## src/rtl/pipe_pc_ctrl.sv

```systemverilog
// Fetch-stage PC controller: owns the PC register, arbitrates redirect sources and defers them across stalls.
// Optional macro DELAY_SLOT_EN: j/r/b redirects leave the delay-slot instruction in IF/ID (no flush).
module pipe_pc_ctrl #(
  parameter logic [31:0] RESET_PC = 32'h0040_0000,
  parameter logic [31:0] EXC_ADDR = 32'h0040_0004
) (
  input  logic        clk,
  input  logic        rst_n,
  input  logic        stall,
  input  logic        exc_req,
  input  logic        eret_req,
  input  logic        b_req,
  input  logic        r_req,
  input  logic        j_req,
  input  logic [31:0] npc,
  output logic [31:0] pc,
  output logic [2:0]  pc_mux_sel,
  output logic        if_id_we,
  output logic        if_id_flush,
  output logic        redirect_pend
);

  localparam logic [2:0] SEL_J    = 3'd0;
  localparam logic [2:0] SEL_R    = 3'd1;
  localparam logic [2:0] SEL_SEQ  = 3'd2;
  localparam logic [2:0] SEL_EXC  = 3'd3;
  localparam logic [2:0] SEL_B    = 3'd4;
  localparam logic [2:0] SEL_ERET = 3'd5;

  typedef enum logic [1:0] {BOOT, RUN, PEND} state_e;

  if (RESET_PC[1:0] != 2'b00 || EXC_ADDR[1:0] != 2'b00) begin : g_align_chk
    $error("pipe_pc_ctrl: RESET_PC and EXC_ADDR must be word aligned");
  end

  state_e      state_q, state_d;
  logic [31:0] pc_q;
  logic [2:0]  pend_sel_q, pend_sel_d;
  logic [2:0]  req_sel, cand_sel;
  logic        req_vld, cand_vld, load;

  // Deferrable sources only; exception is handled outside the ranking.
  function automatic logic [2:0] rank(input logic [2:0] sel);
    case (sel)
      SEL_ERET: rank = 3'd4;
      SEL_B:    rank = 3'd3;
      SEL_R:    rank = 3'd2;
      SEL_J:    rank = 3'd1;
      default:  rank = 3'd0;
    endcase
  endfunction

  always_comb begin
    req_vld = 1'b1;
    req_sel = SEL_SEQ;
    if (eret_req)   req_sel = SEL_ERET;
    else if (b_req) req_sel = SEL_B;
    else if (r_req) req_sel = SEL_R;
    else if (j_req) req_sel = SEL_J;
    else            req_vld = 1'b0;

    // Candidate redirect: the held one, unless a strictly higher-ranked request shows up.
    cand_vld = (state_q == PEND);
    cand_sel = pend_sel_q;
    if (req_vld && (!cand_vld || rank(req_sel) > rank(cand_sel))) begin
      cand_vld = 1'b1;
      cand_sel = req_sel;
    end

    state_d     = state_q;
    pend_sel_d  = pend_sel_q;
    pc_mux_sel  = SEL_SEQ;
    if_id_we    = 1'b0;
    if_id_flush = 1'b0;
    load        = 1'b0;

    case (state_q)
      BOOT: begin
        if_id_flush = 1'b1;
        state_d     = RUN;
      end
      default: begin
        if_id_we = !stall;
        if (exc_req) begin
          pc_mux_sel = SEL_EXC;
          load       = 1'b1;
          state_d    = RUN;
        end else if (stall) begin
          if (cand_vld) begin
            pend_sel_d = cand_sel;
            state_d    = PEND;
          end
        end else begin
          load    = 1'b1;
          state_d = RUN;
          if (cand_vld) pc_mux_sel = cand_sel;
        end
        if (pc_mux_sel == SEL_EXC || pc_mux_sel == SEL_ERET) begin
          if_id_flush = 1'b1;
        end else if (pc_mux_sel != SEL_SEQ) begin
`ifdef DELAY_SLOT_EN
          if_id_flush = 1'b0;
`else
          if_id_flush = 1'b1;
`endif
        end
      end
    endcase
  end

  always_ff @(posedge clk) begin
    if (!rst_n) begin
      state_q    <= BOOT;
      pc_q       <= RESET_PC;
      pend_sel_q <= SEL_SEQ;
    end else begin
      state_q    <= state_d;
      pend_sel_q <= pend_sel_d;
      if (load) pc_q <= npc;
    end
  end

  assign pc            = pc_q;
  assign redirect_pend = (state_q == PEND);

endmodule

```

## config.mk

```make
export PLATFORM = sky130hd
export DESIGN_NAME = pipe_pc_ctrl
export DESIGN_NICKNAME = d
export VERILOG_FILES = /design/src/rtl/pipe_pc_ctrl.sv
export SDC_FILE = /design/constraint.sdc
export NUM_CORES = 1
export LEC_CHECK = 0
export ABC_AREA = 1
export ABC_CLOCK_PERIOD_IN_PS = 3800
export CELL_PAD_IN_SITES_DETAIL_PLACEMENT = 1
export CELL_PAD_IN_SITES_GLOBAL_PLACEMENT = 1
export CORE_UTILIZATION = 41
export DETAILED_ROUTE_END_ITERATION = 16
export DONT_BUFFER_PORTS = 1
export GPL_TIMING_DRIVEN = 0
export PLACE_DENSITY_LB_ADDON = 0.1
export SLEW_MARGIN = 25
export SYNTH_ARGS = -nofsm -noshare
export SYNTH_HDL_FRONTEND = slang
export SYNTH_SLANG_ARGS = --single-unit
```

## constraint.sdc

```tcl
create_clock -name clk -period 3.8 [get_ports clk]
set_input_delay 1.14 -clock clk [delete_from_list [all_inputs] [get_ports clk]]
set_output_delay 1.14 -clock clk [all_outputs]
set_load 0.05 [all_outputs]
```

== Word level (Yosys, flattened, before mapping) ==
Cells that the tools add are included.
Cells by class
  add/sub/neg operators: 0
  $mul: 0
  div/mod/pow operators: 0
  order comparisons: 1
  equality and inequality tests: 11
  shifts and indexed selects: 0
  muxes and demuxes: 28
  bitwise gates (word level): 4
  reductions and logical operators: 10
Operators with widths (count)
  $mux 3: 8
  $pmux 3 s4: 2
  $mux 1: 16
  $eq 3x3->1 const B: 5
  $eq 3x1->1 const B: 2
  $logic_not 3->1: 2
  $mux 2: 2
  $ne 4x1->1 const B: 1
  $not 1->1: 4
  $reduce_and 4->1: 1
  $reduce_or 4->1: 1
  $eq 3x2->1 const B: 1
  $gt 3x3->1: 1
  $ne 3x2->1 const B: 1
  $eq 2x2->1 const B: 1
  $logic_not 1->1: 2
  $logic_not 2->1: 1
  $logic_or 1x1->1: 2
  $logic_and 1x1->1: 1
Word-level totals
  bits in registers: 37
  latch bits: 0
  bits in writable memories: 0
  memory bits (read-only): 0
  bits of input ports: 40
  output and inout bits: 38
  logic and storage cells: 58
  memories kept: 0

== Depth between registers and ports, before layout ==
Gate-level depths: netlist of the first run.
  depth after elaboration: 18
  depth in mapped cells: 15

== Worst setup path before layout of the first run ==
No wires, ideal clock.
  path type: input to output
  start: in r_req
  end: out pc_mux_sel[2]
  data arrival time: 3.138 ns
  setup slack: -0.478 ns
  stages: 11
  path buffers: 0
  cells stage by stage: nor2_4 > nand3_1 > nand2_1 > ha_1 > nand3_1 > nand2_1 > nand2_2 > nand2_2 > nand2_1 > nand2_1 > nor3_1
Between the ends
  longest elaborated chain between the ends: 14
Ends and longest elaborated chain
  start, declared: RTL line 13  | input logic r_req,
  $mux 2: RTL line 58  | else if (r_req) req_sel = SEL_R;
  $mux 3: RTL line 57  | else if (b_req) req_sel = SEL_B;
  $mux 3: RTL line 56  | if (eret_req) req_sel = SEL_ERET;
  $eq 3x1->1, or another cell as far along: RTL line 44  | case (sel)
  $pmux 3 s4: RTL line 44
  $gt 3x3->1: RTL line 65  | if (req_vld && (!cand_vld || rank(req_sel) > rank(cand_sel))) begin
  $logic_or 1x1->1: RTL line 65
  $logic_and 1x1->1 *: RTL line 65
  $mux 3 or $mux 1 (tied branches): RTL line 65
  $mux 3 *: RTL line 96  | if (cand_vld) pc_mux_sel = cand_sel;
  $mux 3 *: RTL line 88  | end else if (stall) begin
  $mux 3 *: RTL line 84  | if (exc_req) begin
  $mux 3 * (2 in a row): RTL line 77  | case (state_q)
  end, declared: RTL line 17  | output logic [2:0] pc_mux_sel,
Mark *: on every way between the ends. The rest lies on a longest branch, timed or not. The select of a mux whose other input is x is not followed.

== Worst setup path in the final report of the first run ==
  start: in eret_req
  end: out if_id_flush
Between the ends
  longest elaborated chain between the ends: 15
Ends and longest elaborated chain
  start, declared: RTL line 11  | input logic eret_req,
  $mux 3: RTL line 56
  $eq 3x1->1, or another cell as far along: RTL line 44
  $pmux 3 s4: RTL line 44
  $gt 3x3->1: RTL line 65
  $logic_or 1x1->1: RTL line 65
  $logic_and 1x1->1: RTL line 65
  $mux 3 or $mux 1 (tied branches): RTL line 65
  $mux 3 *: RTL line 96
  $mux 3 *: RTL line 88
  $mux 3 *: RTL line 84
  $mux 3 *: RTL line 77
  $ne 3x2->1, or another cell as far along: RTL line 100  | end else if (pc_mux_sel != SEL_SEQ) begin
  $mux 1 or $logic_or 1x1->1 (tied branches): RTL line 100, 98
  $mux 1 *: RTL line 98  | if (pc_mux_sel == SEL_EXC || pc_mux_sel == SEL_ERET) begin
  $mux 1 *: RTL line 77
  end, declared: RTL line 19  | output logic if_id_flush,
Marked as above.

==> flow_results.xml, run 1 <==
<?xml version="1.0" encoding="UTF-8"?>
<metrics>
  <group name="power_and_ir_drop">
    <metric name="ir_worst_vdd" unit="mV">0.317</metric>
    <metric name="power.density" unit="nW/um^2">503</metric>
    <metric name="total_leakage_power" unit="nW">0.831</metric>
    <metric name="share_comb_of_total_power" unit="%">13.9</metric>
    <metric name="cellInternalPower" unit="W">0.000592</metric>
    <metric name="switching_power" unit="W">0.000338</metric>
    <metric name="p_clk_share" unit="%">27.2</metric>
    <metric name="netSwitchingFraction" unit="%">36.4</metric>
    <metric name="share_seq_of_total_power" unit="%">58.9</metric>
  </group>
  <group name="clocking">
    <metric name="ctsHtreeMaxLevel" unit="">2</metric>
    <metric name="clock_sinks" unit="">37</metric>
    <metric name="path_clk_slew" unit="ns">0.06</metric>
    <metric name="tritoncts" unit="">done</metric>
    <metric name="cts-root-to-sink-buffers" unit="">2</metric>
    <metric name="later_pin_clock_latency_in_the_skew_report" unit="ns">0.28</metric>
    <metric name="root_buffer_selected_by_cts" unit="">clkbuf_8</metric>
    <metric name="tritoncts.num_buffers" unit="">5</metric>
  </group>
  <group name="timing">
    <metric name="worstMarginPinSlew" unit="ns">0.889</metric>
    <metric name="fmaxAchievable" unit="MHz">263</metric>
    <metric name="finalWorstPathRequiredPeriod" unit="ns">3.80</metric>
    <metric name="setup_viol_count_final" unit="">1</metric>
    <metric name="grt_setup_unrepaired" unit="">yes</metric>
    <metric name="whs" unit="ns">0.526</metric>
    <metric name="max_slew_margin" unit="%">40.5</metric>
    <metric name="clock-skew-final" unit="ns">0.0102</metric>
    <metric name="finalMaxSlewViolations" unit="">0</metric>
    <metric name="setup_total_negative_slack" unit="ns">-0.00273</metric>
    <metric name="post-route-period-util" unit="%">100</metric>
    <metric name="post-route-worst-setup-slack" unit="ns">-0.00273</metric>
    <metric name="timing.final.hold_violations" unit="">0</metric>
  </group>
  <group name="yosys">
    <metric name="synth-edff-count" unit="">0</metric>
    <metric name="synthesized_area" unit="sq um">1570</metric>
    <metric name="synth-async-reset-ratio" unit="%">0</metric>
    <metric name="ys_top_cells_by_area" unit="">dfxtp_1 47%, nor2_1 17%, o21ai_0 10%</metric>
    <metric name="synth.distinct_cells" unit="">20</metric>
    <metric name="yosys.area.top_type_share" unit="%">47.2</metric>
    <metric name="ys_seq_area_share" unit="%">47.2</metric>
    <metric name="synth.ff_latch_count" unit="">37</metric>
    <metric name="synth_area_leader_cell" unit="">dfxtp_1</metric>
    <metric name="synth_cells" unit="">217</metric>
    <metric name="primary_ff_master_synth" unit="">dfxtp_1</metric>
    <metric name="synth.top_cells.by_count" unit="">71 x nor2_1, 37 x dfxtp_1, 32 x o21ai_0</metric>
    <metric name="syn-mean-instance-area" unit="sq um">7.23</metric>
    <metric name="post-synth-top-count-cell" unit="">nor2_1</metric>
    <metric name="synthesis.yosys.warnings" unit="">0</metric>
    <metric name="syn-num-nets" unit="">260</metric>
  </group>
  <group name="worst_setup_path">
    <metric name="end_kind" unit="">output port</metric>
    <metric name="timing.critical_path.from_type" unit="">input port</metric>
    <metric name="reg2reg_depth" unit="">13</metric>
    <metric name="timing.critical_path.required" unit="ns">2.66</metric>
    <metric name="timing.setup.critical_path_class" unit="">in -&gt; out</metric>
    <metric name="crit_fanout" unit="">5</metric>
    <metric name="cp.arrival" unit="ns">2.66</metric>
  </group>
  <group name="global_route">
    <metric name="grt_met1_use" unit="%">22.0</metric>
    <metric name="grt_busiest_layer" unit="">met2</metric>
    <metric name="grt_start_max_net_pins" unit="">12</metric>
    <metric name="groute.usage.overall" unit="%">20.4</metric>
    <metric name="antenna_violations_before_repair" unit="">0</metric>
    <metric name="global_route_wire_length_before_repair" unit="um">6490</metric>
    <metric name="grt.met2_usage" unit="%">36.6</metric>
    <metric name="via_count_of_the_first_global_routing_pass" unit="">1479</metric>
    <metric name="global_route.usage.met3" unit="%">8.57</metric>
    <metric name="grt_overflow_total" unit="">0</metric>
  </group>
  <group name="status">
    <metric name="failed_checks" unit="">setup timing</metric>
    <metric name="status" unit="">complete, but fails checks</metric>
  </group>
  <group name="floorplanning">
    <metric name="coreArea" unit="sq um">3660</metric>
    <metric name="die-width" unit="um">63.9</metric>
    <metric name="ioPinCount" unit="">78</metric>
    <metric name="fp.dieArea" unit="sq um">4080</metric>
    <metric name="vertical_die_dimension" unit="um">63.9</metric>
    <metric name="placementRows" unit="">22</metric>
    <metric name="initial_utilization" unit="%">42.9</metric>
  </group>
  <group name="drt">
    <metric name="finalWirelength" unit="um">4210</metric>
    <metric name="drt_first_iter_violations" unit="">26</metric>
    <metric name="drt_drc_violations_left" unit="">0</metric>
    <metric name="dr_vias_cell" unit="">5.16</metric>
    <metric name="drt_pre_antenna_iters" unit="">4</metric>
    <metric name="drt-wirelength-per-cell" unit="um">15.2</metric>
    <metric name="detailroute.via_count" unit="">1434</metric>
    <metric name="antenna_violating_nets_post_route" unit="">0</metric>
  </group>
  <group name="final_layout">
    <metric name="finalCoreUtilization" unit="%">50.5</metric>
    <metric name="share_of_final_layout_standard_cells_stronger_than_drive_strength_1" unit="%">18.7</metric>
    <metric name="finish.cell_count_without_fillers" unit="">278</metric>
    <metric name="insertedDiodeCount" unit="">0</metric>
    <metric name="fin_area" unit="sq um">1850</metric>
    <metric name="area_growth" unit="%">17.8</metric>
    <metric name="nets" unit="">273</metric>
  </group>
  <group name="hold_path">
    <metric name="timing.hold.worst.class" unit="">reg -&gt; reg</metric>
    <metric name="min_path_cells" unit="">2</metric>
  </group>
  <group name="run">
    <metric name="drv_cap" unit="">0</metric>
  </group>
  <group name="place">
    <metric name="dp.cells" unit="">265</metric>
    <metric name="gp_congestion" unit="">0.806</metric>
    <metric name="hpwlAfterDp" unit="um">2990</metric>
    <metric name="detailed_place.area" unit="sq um">1640</metric>
    <metric name="port-buffer-count" unit="">0</metric>
  </group>
</metrics>
[sequential cells by signal, summed over array words and instances (netlist names)]
name / count
pc: 32
pend_sel_q: 3
state_q: 2
[power groups by stage]
stage / Sequential [W] / Clock, W / Combinational [W]
final: 0.000548 / 0.000253 / 0.000129
after global routing: 0.000551 / 0.000277 / 0.000146
after CTS: 0.000548 / 0.000263 / 0.000121
after detailed placement: 0.000557 / 0 / 0.000112
after global placement: 0.000555 / 0 / 0.000104
after floorplan: 0.000549 / 0 / 0.0000905
[layout by cell type, fill, tap and decap left out, types with 3 or more instances in the layout]
master and instances:
nand2_4 3, inv_1 14, nor2_1 69, clkbuf_1 4, nand3_1 5, buf_4 8, clkbuf_8 5, o21ai_1 3
nand3_2 3, nand2_2 5, buf_2 3, dfxtp_1 37, o21ai_0 32, a21oi_1 3, nor2_4 3, nand2_1 15
[kinds of logic (layout without fill, tap and decap cells)]
kind of cell	after synthesis	count (layout)	share of synthesized area, %
and+or+nand+nor	110	110	29.7
AOI/OAI and AO/OA	41	41	13.4
DFF	37	37	47.2
buffers and inverters	26	39	7.26
adders and majority gates	3	3	2.39
[critical path, cell delays in order]
cell	delay, ns
buf_2	0.10
ha_1	0.34
a21oi_1	0.18
nand2_1	0.07
nand2_1	0.08
nand2_2	0.08
nand2_4	0.10
buf_4	0.11
nand2_2	0.07
nand2_1	0.07
nand2_1	0.06
nor2_2	0.13
nand2_4	0.13
[layout make-up]
type | count | area, sq um
multi-input combinational | 154 | 803
timing repair buffer | 6 | 48.8
clock inverter | 1 | 8.76
tap | 48 | 60.1
sequential | 37 | 741
fill | 482 | 1810
inverter | 16 | 60.1
clock buffer | 6 | 72.6
buffer | 10 | 53.8
[stage by stage]
step | setup slack (ns) | power, W
floorplan | -0.0527 | 0.000640
global placement | -0.218 | 0.000659
detailed placement | -0.263 | 0.000669
CTS | -0.0163 | 0.000932
global route | -0.0911 | 0.000974
finish | -0.00273 | 0.000930
[metal layers]
metal,routed length (um),up-vias
met2,2170,46
met4,38,0
li1,-,718
met3,320,5
met5,0,-
met1,1680,665
[path summary, 6_finish.rpt]
check	from	to	slack, ns
max	eret_req	if_id_flush	-0.003
min	pend_sel_q[2]	pend_sel_q[2]	0.53
max reg2reg	pend_sel_q[0]	pend_sel_q[2]	1.72
min reg2reg	pend_sel_q[2]	pend_sel_q[2]	0.53
[timing repair]
item,CTS,global route
resized for setup,7,14
buffers inserted,4,2
pin swaps,5,9
endpoints found under the setup margin,3,4
hold buffers,0,0
(Power assumes the default switching activity.)
==> run 2: changes to the inputs <==
--- a/config.mk
+++ b/config.mk
@@ -9,6 +9,7 @@
 export ABC_CLOCK_PERIOD_IN_PS = 3800
 export CELL_PAD_IN_SITES_DETAIL_PLACEMENT = 1
 export CELL_PAD_IN_SITES_GLOBAL_PLACEMENT = 1
+export CORE_MARGIN = 2
 export CORE_UTILIZATION = 41
 export DETAILED_ROUTE_END_ITERATION = 16
 export DONT_BUFFER_PORTS = 1
==> run 2 against run 1 <==
Effect of this change:
- the flow now finishes without violations
- non-clock buffer count decreased by 1
- die area increased by 6.4%
- critical path type unchanged
- clock-buffer cell count increased by 1
- largest cell class unchanged
- cell count decreased by 0.36%
- flip-flop and latch count unchanged
- routed wire length decreased by 5.7%
==> flow_results.xml, run 2 (same netlist as run 1, synthesis figures left out) <==
<?xml version="1.0" encoding="UTF-8"?>
<metrics>
  <group name="floorplanning">
    <metric name="vertical_die_dimension" unit="um">65.9</metric>
    <metric name="placementRows" unit="">22</metric>
    <metric name="fp.dieArea" unit="sq um">4340</metric>
    <metric name="initial_utilization" unit="%">42.9</metric>
    <metric name="coreArea" unit="sq um">3660</metric>
    <metric name="die-width" unit="um">65.9</metric>
    <metric name="ioPinCount" unit="">78</metric>
  </group>
  <group name="clocking">
    <metric name="cts-root-to-sink-buffers" unit="">2</metric>
    <metric name="later_pin_clock_latency_in_the_skew_report" unit="ns">0.28</metric>
    <metric name="tritoncts" unit="">done</metric>
    <metric name="root_buffer_selected_by_cts" unit="">clkbuf_8</metric>
    <metric name="clock_sinks" unit="">37</metric>
    <metric name="tritoncts.num_buffers" unit="">5</metric>
    <metric name="path_clk_slew" unit="ns">0.06</metric>
    <metric name="ctsHtreeMaxLevel" unit="">2</metric>
    <metric name="cts_hold_repair.buffers" unit="">0</metric>
  </group>
  <group name="timing">
    <metric name="worstMarginPinSlew" unit="ns">0.877</metric>
    <metric name="post-route-period-util" unit="%">99.5</metric>
    <metric name="max_slew_margin" unit="%">41.3</metric>
    <metric name="setup_viol_count_final" unit="">0</metric>
    <metric name="post-route-worst-setup-slack" unit="ns">0.0204</metric>
    <metric name="timing.final.hold_violations" unit="">0</metric>
    <metric name="fmaxAchievable" unit="MHz">265</metric>
    <metric name="finalWorstPathRequiredPeriod" unit="ns">3.78</metric>
    <metric name="finalMaxSlewViolations" unit="">0</metric>
    <metric name="grt_setup_unrepaired" unit="">yes</metric>
    <metric name="clock-skew-final" unit="ns">0.00490</metric>
  </group>
  <group name="worst_setup_path">
    <metric name="timing.critical_path.from_type" unit="">input port</metric>
    <metric name="end_kind" unit="">output port</metric>
    <metric name="timing.critical_path.required" unit="ns">2.66</metric>
    <metric name="reg2reg_depth" unit="">14</metric>
    <metric name="cp.arrival" unit="ns">2.64</metric>
    <metric name="crit_fanout" unit="">3</metric>
    <metric name="timing.setup.critical_path_class" unit="">in -&gt; out</metric>
  </group>
  <group name="drt">
    <metric name="finalWirelength" unit="um">3970</metric>
    <metric name="detailroute.via_count" unit="">1429</metric>
    <metric name="drt-wirelength-per-cell" unit="um">14.3</metric>
    <metric name="drt_first_iter_violations" unit="">57</metric>
    <metric name="drt_drc_violations_left" unit="">0</metric>
    <metric name="antenna_violating_nets_post_route" unit="">0</metric>
    <metric name="dr_vias_cell" unit="">5.16</metric>
    <metric name="drt_pre_antenna_iters" unit="">4</metric>
  </group>
  <group name="final_layout">
    <metric name="largest_register_ff_count" unit="">32</metric>
    <metric name="share_of_final_layout_standard_cells_stronger_than_drive_strength_1" unit="%">16.2</metric>
    <metric name="nets" unit="">272</metric>
    <metric name="insertedDiodeCount" unit="">0</metric>
    <metric name="finish.cell_count_without_fillers" unit="">277</metric>
    <metric name="layout_common_cells" unit="">69 x nor2_1, 37 x dfxtp_1, 32 x o21ai_0</metric>
    <metric name="area_growth" unit="%">16.5</metric>
    <metric name="fin_area" unit="sq um">1830</metric>
    <metric name="final.fill_count" unit="">481</metric>
    <metric name="final_common_cell" unit="">nor2_1</metric>
  </group>
  <group name="place">
    <metric name="port-buffer-count" unit="">0</metric>
    <metric name="gp_congestion" unit="">0.826</metric>
    <metric name="preCtsSetupSlack" unit="ns">-0.289</metric>
    <metric name="hpwlAfterDp" unit="um">2950</metric>
    <metric name="detailed_place.area" unit="sq um">1640</metric>
    <metric name="dp.cells" unit="">265</metric>
  </group>
  <group name="global_route">
    <metric name="via_count_of_the_first_global_routing_pass" unit="">1395</metric>
    <metric name="grt_overflow_total" unit="">0</metric>
    <metric name="global_route_wire_length_before_repair" unit="um">6150</metric>
    <metric name="groute.usage.overall" unit="%">18.8</metric>
    <metric name="antenna_violations_before_repair" unit="">0</metric>
    <metric name="grt_start_max_net_pins" unit="">11</metric>
  </group>
  <group name="power_and_ir_drop">
    <metric name="ir_worst_vdd" unit="mV">0.311</metric>
    <metric name="design_power_total" unit="W">0.000942</metric>
    <metric name="total_leakage_power" unit="nW">0.825</metric>
    <metric name="power.density" unit="nW/um^2">515</metric>
  </group>
  <group name="status">
    <metric name="status" unit="">finished, final reports clean</metric>
  </group>
  <group name="run">
    <metric name="drv_cap" unit="">0</metric>
  </group>
  <group name="hold_path">
    <metric name="timing.hold.worst.class" unit="">reg -&gt; reg</metric>
    <metric name="min_path_cells" unit="">2</metric>
  </group>
</metrics>
run 2: cell types whose count changed in the layout (fill, tap and decap cells not counted), moves of 2 or more:
cell / change
nand2_1: +3
nand3_1: +2
nand3_2: -2
nand2_4: -2
run 2: layout make-up:
| type | instances | area [sq um] | area share [%] |
|---|---|---|---|
| Buffer | 10 | 53.8 | 2.94 |
| Clock buffer | 7 | 86.3 | 4.72 |
| Multi-Input combinational cell | 154 | 790 | 43.2 |
| Tap cell | 48 | 60.1 | 3.29 |
| Sequential cell | 37 | 741 | 40.5 |
| Timing Repair Buffer | 5 | 37.5 | 2.05 |
| Inverter | 16 | 60.1 | 3.29 |
run 2: per-layer routing:
metal  GRT usage [%]  up-vias  wire length, um
li1                -      717                -
met1            20.9      648             1580
met2            31.3       58             1960
met3            9.54        6              403
met4            5.47        0               31
met5               0        -                0
run 2: where the power goes:
group	total, W	switching (W)	internal (W)
Sequential	0.000548	0.000127	0.000421
Combinational	0.000123	0.0000808	0.0000423
Clock	0.000271	0.000127	0.000144
run 2: per-stage QoR:
| step | util, % | TNS [ns] | hold WS [ns] |
|---|---|---|---|
| 2_1_floorplan | - | -0.0527 | 0.467 |
| 3_3_place_gp | 44.7 | -0.448 | 0.494 |
| 3_5_place_dp | 44.7 | -0.668 | 0.504 |
| 4_1_cts | 48.9 | -0.00232 | 0.515 |
| 5_1_grt | 49.9 | -0.328 | 0.562 |
| 6_report | 49.9 | 0 | 0.522 |
run 2: final timing paths:
check	slack, ns	endpoint	start
max	0.02	pc_mux_sel[1]	b_req
min reg2reg	0.52	pend_sel_q[2]	pend_sel_q[2]
max reg2reg	1.76	pend_sel_q[2]	pend_sel_q[0]
min	0.52	pend_sel_q[2]	pend_sel_q[2]
run 2: worst max-delay path: stages:
cell     delay, ns
nor2_4        0.14
nor2_2        0.06
ha_1          0.29
nand3_1       0.08
nand2_1       0.08
nand2_1       0.07
nand2_2       0.08
nand2_2       0.08
buf_4         0.14
nand2_2       0.08
nand3_1       0.40
run 2: timing repair:
| action | CTS | global route |
|---|---|---|
| setup endpoints to repair | 3 | 4 |
| gates resized for setup | 8 | 5 |
| setup buffers | 4 | 1 |
| hold endpoints to repair | 0 | 0 |
| pin swaps | 10 | 6 |
==> run 3: changes to the inputs <==
--- a/config.mk
+++ b/config.mk
@@ -15,6 +15,7 @@
 export DONT_BUFFER_PORTS = 1
 export GPL_TIMING_DRIVEN = 0
 export PLACE_DENSITY_LB_ADDON = 0.1
+export RECOVER_POWER = 50
 export SLEW_MARGIN = 25
 export SYNTH_ARGS = -nofsm -noshare
 export SYNTH_HDL_FRONTEND = slang
==> run 3 against run 2 <==
Effect of this change:
- clock power about the same
- non-clock buffer count unchanged
- critical path depth up 2
- cell count unchanged
- utilization down 0.51 points
- sequential share of layout area up 0.42 points
- combinational power down 3%
- total power down 0.56%
- first-iteration DRC count down 8.8%
- global-route usage unchanged
- largest power group unchanged
==> flow_results.xml, run 3 (same netlist as run 1, synthesis figures left out) <==
<?xml version="1.0" encoding="UTF-8"?>
<metrics>
  <group name="worst_setup_path">
    <metric name="end_kind" unit="">output port</metric>
    <metric name="cp.arrival" unit="ns">2.64</metric>
    <metric name="timing.critical_path.required" unit="ns">2.66</metric>
    <metric name="timing.setup.critical_path_class" unit="">in -&gt; out</metric>
    <metric name="critical_path.n_buffers_inverters" unit="">3</metric>
    <metric name="top_family_by_delay_on_critical_path" unit="">simple AND/OR/NAND/NOR gates</metric>
    <metric name="reg_to_reg_critical_path_startpoint" unit="">pend_sel_q[0]</metric>
    <metric name="rr_endpoint" unit="">pend_sel_q[2]</metric>
    <metric name="crit_fanout" unit="">3</metric>
    <metric name="timing.critical_path.cells" unit="">inv_1 &gt; a21oi_2 &gt; nand2_1 &gt; ha_1 &gt; inv_1 &gt; nand3_1 &gt; nand2_1 &gt; nand2_1 &gt; nand2_2 &gt; nand2_2 &gt; buf_4 &gt; nand2_2 &gt; nand3_1</metric>
    <metric name="crit_path_top_delay_cell" unit="">nand3_1</metric>
    <metric name="timing.critical_path.from_type" unit="">input port</metric>
    <metric name="reg2reg_depth" unit="">14</metric>
    <metric name="worst_r2r_setup_slack" unit="ns">1.76</metric>
    <metric name="slowest_delay" unit="ns">0.40</metric>
  </group>
  <group name="power_and_ir_drop">
    <metric name="netSwitchingFraction" unit="%">35.5</metric>
    <metric name="share_comb_of_total_power" unit="%">12.7</metric>
    <metric name="power.density" unit="nW/um^2">518</metric>
    <metric name="share_seq_of_total_power" unit="%">58.5</metric>
    <metric name="switching_power" unit="W">0.000333</metric>
    <metric name="design_power_total" unit="W">0.000936</metric>
    <metric name="cellInternalPower" unit="W">0.000604</metric>
    <metric name="ir_worst_vdd" unit="mV">0.311</metric>
    <metric name="total_leakage_power" unit="nW">0.814</metric>
    <metric name="p_clk_share" unit="%">28.8</metric>
  </group>
  <group name="floorplanning">
    <metric name="placementRows" unit="">22</metric>
    <metric name="fp.dieArea" unit="sq um">4340</metric>
    <metric name="initial_utilization" unit="%">42.9</metric>
    <metric name="ioPinCount" unit="">78</metric>
    <metric name="vertical_die_dimension" unit="um">65.9</metric>
    <metric name="die-width" unit="um">65.9</metric>
    <metric name="coreArea" unit="sq um">3660</metric>
  </group>
  <group name="place">
    <metric name="hpwlAfterDp" unit="um">2950</metric>
    <metric name="gp_congestion" unit="">0.826</metric>
    <metric name="preCtsSetupSlack" unit="ns">-0.289</metric>
    <metric name="port-buffer-count" unit="">0</metric>
    <metric name="dp.cells" unit="">265</metric>
  </group>
  <group name="global_route">
    <metric name="groute.usage.overall" unit="%">18.8</metric>
    <metric name="via_count_of_the_first_global_routing_pass" unit="">1395</metric>
    <metric name="grt_overflow_total" unit="">0</metric>
    <metric name="global_route_wire_length_before_repair" unit="um">6150</metric>
    <metric name="antenna_violations_before_repair" unit="">0</metric>
    <metric name="grt_start_max_net_pins" unit="">11</metric>
  </group>
  <group name="drt">
    <metric name="drt_drc_violations_left" unit="">0</metric>
    <metric name="finalWirelength" unit="um">3980</metric>
    <metric name="drt-wirelength-per-cell" unit="um">14.4</metric>
    <metric name="dr_vias_cell" unit="">5.16</metric>
    <metric name="maxUsedRoutingLayer" unit="">met4</metric>
    <metric name="met3_wirelength" unit="um">397</metric>
    <metric name="wl_met2" unit="um">1970</metric>
    <metric name="drt_first_iter_violations" unit="">52</metric>
    <metric name="drt_pre_antenna_iters" unit="">4</metric>
    <metric name="antenna_violating_nets_post_route" unit="">0</metric>
    <metric name="drt-met1-wl" unit="um">1590</metric>
    <metric name="detailroute.via_count" unit="">1429</metric>
  </group>
  <group name="timing">
    <metric name="max_slew_margin" unit="%">41.3</metric>
    <metric name="post-route-period-util" unit="%">99.5</metric>
    <metric name="finalMaxSlewViolations" unit="">0</metric>
    <metric name="whs" unit="ns">0.523</metric>
    <metric name="setup_viol_count_final" unit="">0</metric>
    <metric name="worstMarginPinSlew" unit="ns">0.877</metric>
    <metric name="fmaxAchievable" unit="MHz">265</metric>
    <metric name="grt_setup_unrepaired" unit="">yes</metric>
    <metric name="finalWorstPathRequiredPeriod" unit="ns">3.78</metric>
    <metric name="post-route-worst-setup-slack" unit="ns">0.0197</metric>
    <metric name="timing.final.hold_violations" unit="">0</metric>
    <metric name="clock-skew-final" unit="ns">0.00483</metric>
  </group>
  <group name="clocking">
    <metric name="tritoncts.num_buffers" unit="">5</metric>
    <metric name="cts-root-to-sink-buffers" unit="">2</metric>
    <metric name="tritoncts" unit="">done</metric>
    <metric name="ctsHtreeMaxLevel" unit="">2</metric>
    <metric name="path_clk_slew" unit="ns">0.06</metric>
    <metric name="root_buffer_selected_by_cts" unit="">clkbuf_8</metric>
    <metric name="clock_sinks" unit="">37</metric>
    <metric name="later_pin_clock_latency_in_the_skew_report" unit="ns">0.28</metric>
  </group>
  <group name="hold_path">
    <metric name="timing.hold.worst.class" unit="">reg -&gt; reg</metric>
    <metric name="min_path_cells" unit="">2</metric>
    <metric name="min_delay_worst_endpoint" unit="">pend_sel_q[2]</metric>
    <metric name="hold_path_startpoint" unit="">pend_sel_q[2]</metric>
  </group>
  <group name="final_layout">
    <metric name="share_of_final_layout_standard_cells_stronger_than_drive_strength_1" unit="%">14.0</metric>
    <metric name="layout_common_cells" unit="">70 x nor2_1, 37 x dfxtp_1, 32 x o21ai_0</metric>
    <metric name="final_common_cell" unit="">nor2_1</metric>
    <metric name="final.fill_count" unit="">485</metric>
    <metric name="largest_register_ff_count" unit="">32</metric>
    <metric name="finish.cell_count_without_fillers" unit="">277</metric>
    <metric name="insertedDiodeCount" unit="">0</metric>
    <metric name="area_growth" unit="%">15.3</metric>
    <metric name="nets" unit="">272</metric>
  </group>
  <group name="status">
    <metric name="status" unit="">finished, final reports clean</metric>
  </group>
  <group name="run">
    <metric name="drv_cap" unit="">0</metric>
  </group>
</metrics>
run 3: cell types whose count changed in the layout (fill, tap and decap cells not counted):
cell | before | now
buf_4 | 8 | 4
inv_2 | 1 | 0
inv_1 | 15 | 16
clkbuf_1 | 4 | 7
nor2_1 | 69 | 70
clkbuf_4 | 0 | 1
nor2_4 | 3 | 2
run 3: worst max-delay path by stage:
| stage | startpoint | to | slack, ns | depth (start not counted) |
|---|---|---|---|---|
| global route | b_req | pc_mux_sel[2] | -0.09 | 13 |
| CTS | b_req | pc_mux_sel[2] | -0.002 | 11 |
| detailed placement | r_req | pc_mux_sel[2] | -0.29 | 11 |
| global placement | r_req | pc_mux_sel[2] | -0.21 | 11 |
| floorplan | r_req | pc_mux_sel[2] | -0.05 | 11 |
| finish | b_req | pc_mux_sel[1] | 0.02 | 13 |
run 3: worst reg2reg max path: stages, from the launching register on:
cell and delay [ns]:
dfxtp_1 0.39, inv_1 0.07, nor2_1 0.13, o21ai_0 0.11
ha_1 0.31, nand3_1 0.08, nand2_1 0.08, nand2_1 0.07
nand2_2 0.09, nand2_2 0.08, nand2_1 0.10, nand2_2 0.08
buf_4 0.14, buf_4 0.12, o21ai_0 0.12
run 3: area by class of cell:
class / instances / area [sq um] / share of cell area (%)
clock buffer: 7 / 86.3 / 4.77
sequential: 37 / 741 / 40.9
timing repair buffer: 5 / 37.5 / 2.07
buffer: 10 / 42.5 / 2.35
tap: 48 / 60.1 / 3.32
inverter: 16 / 60.1 / 3.32
multi-input combinational: 154 / 782 / 43.2
run 3: power groups by stage:
stage | Clock [W] | Sequential [W] | Combinational [W]
4_1_cts | 0.000281 | 0.000548 | 0.000119
6_report | 0.000269 | 0.000548 | 0.000119
2_1_floorplan | 0 | 0.000549 | 0.0000905
3_5_place_dp | 0 | 0.000557 | 0.000111
3_3_place_gp | 0 | 0.000556 | 0.000104
5_1_grt | 0.000297 | 0.000552 | 0.000137
run 3: metrics by stage:
stage	instance area (sq um)	util [%]	setup TNS [ns]
after detailed placement	1640	44.7	-0.668
final	1810	49.4	0
after global routing	1810	49.4	-0.327
after floorplan	1580	-	-0.0527
after CTS	1790	48.9	-0.00232
after global placement	1640	44.7	-0.448
run 3: routing by layer:
layer / global-route usage (%) / vias to the layer above
li1: - / 717
met1: 20.9 / 650
met2: 31.3 / 58
met3: 9.54 / 4
met4: 5.47 / 0
met5: 0 / -
run 3: repair_timing:
action	4_1_cts	5_1_grt
pin swaps	10	6
setup buffers	4	1
setup endpoints to repair	3	4
hold buffers	0	0
resized for setup	8	5
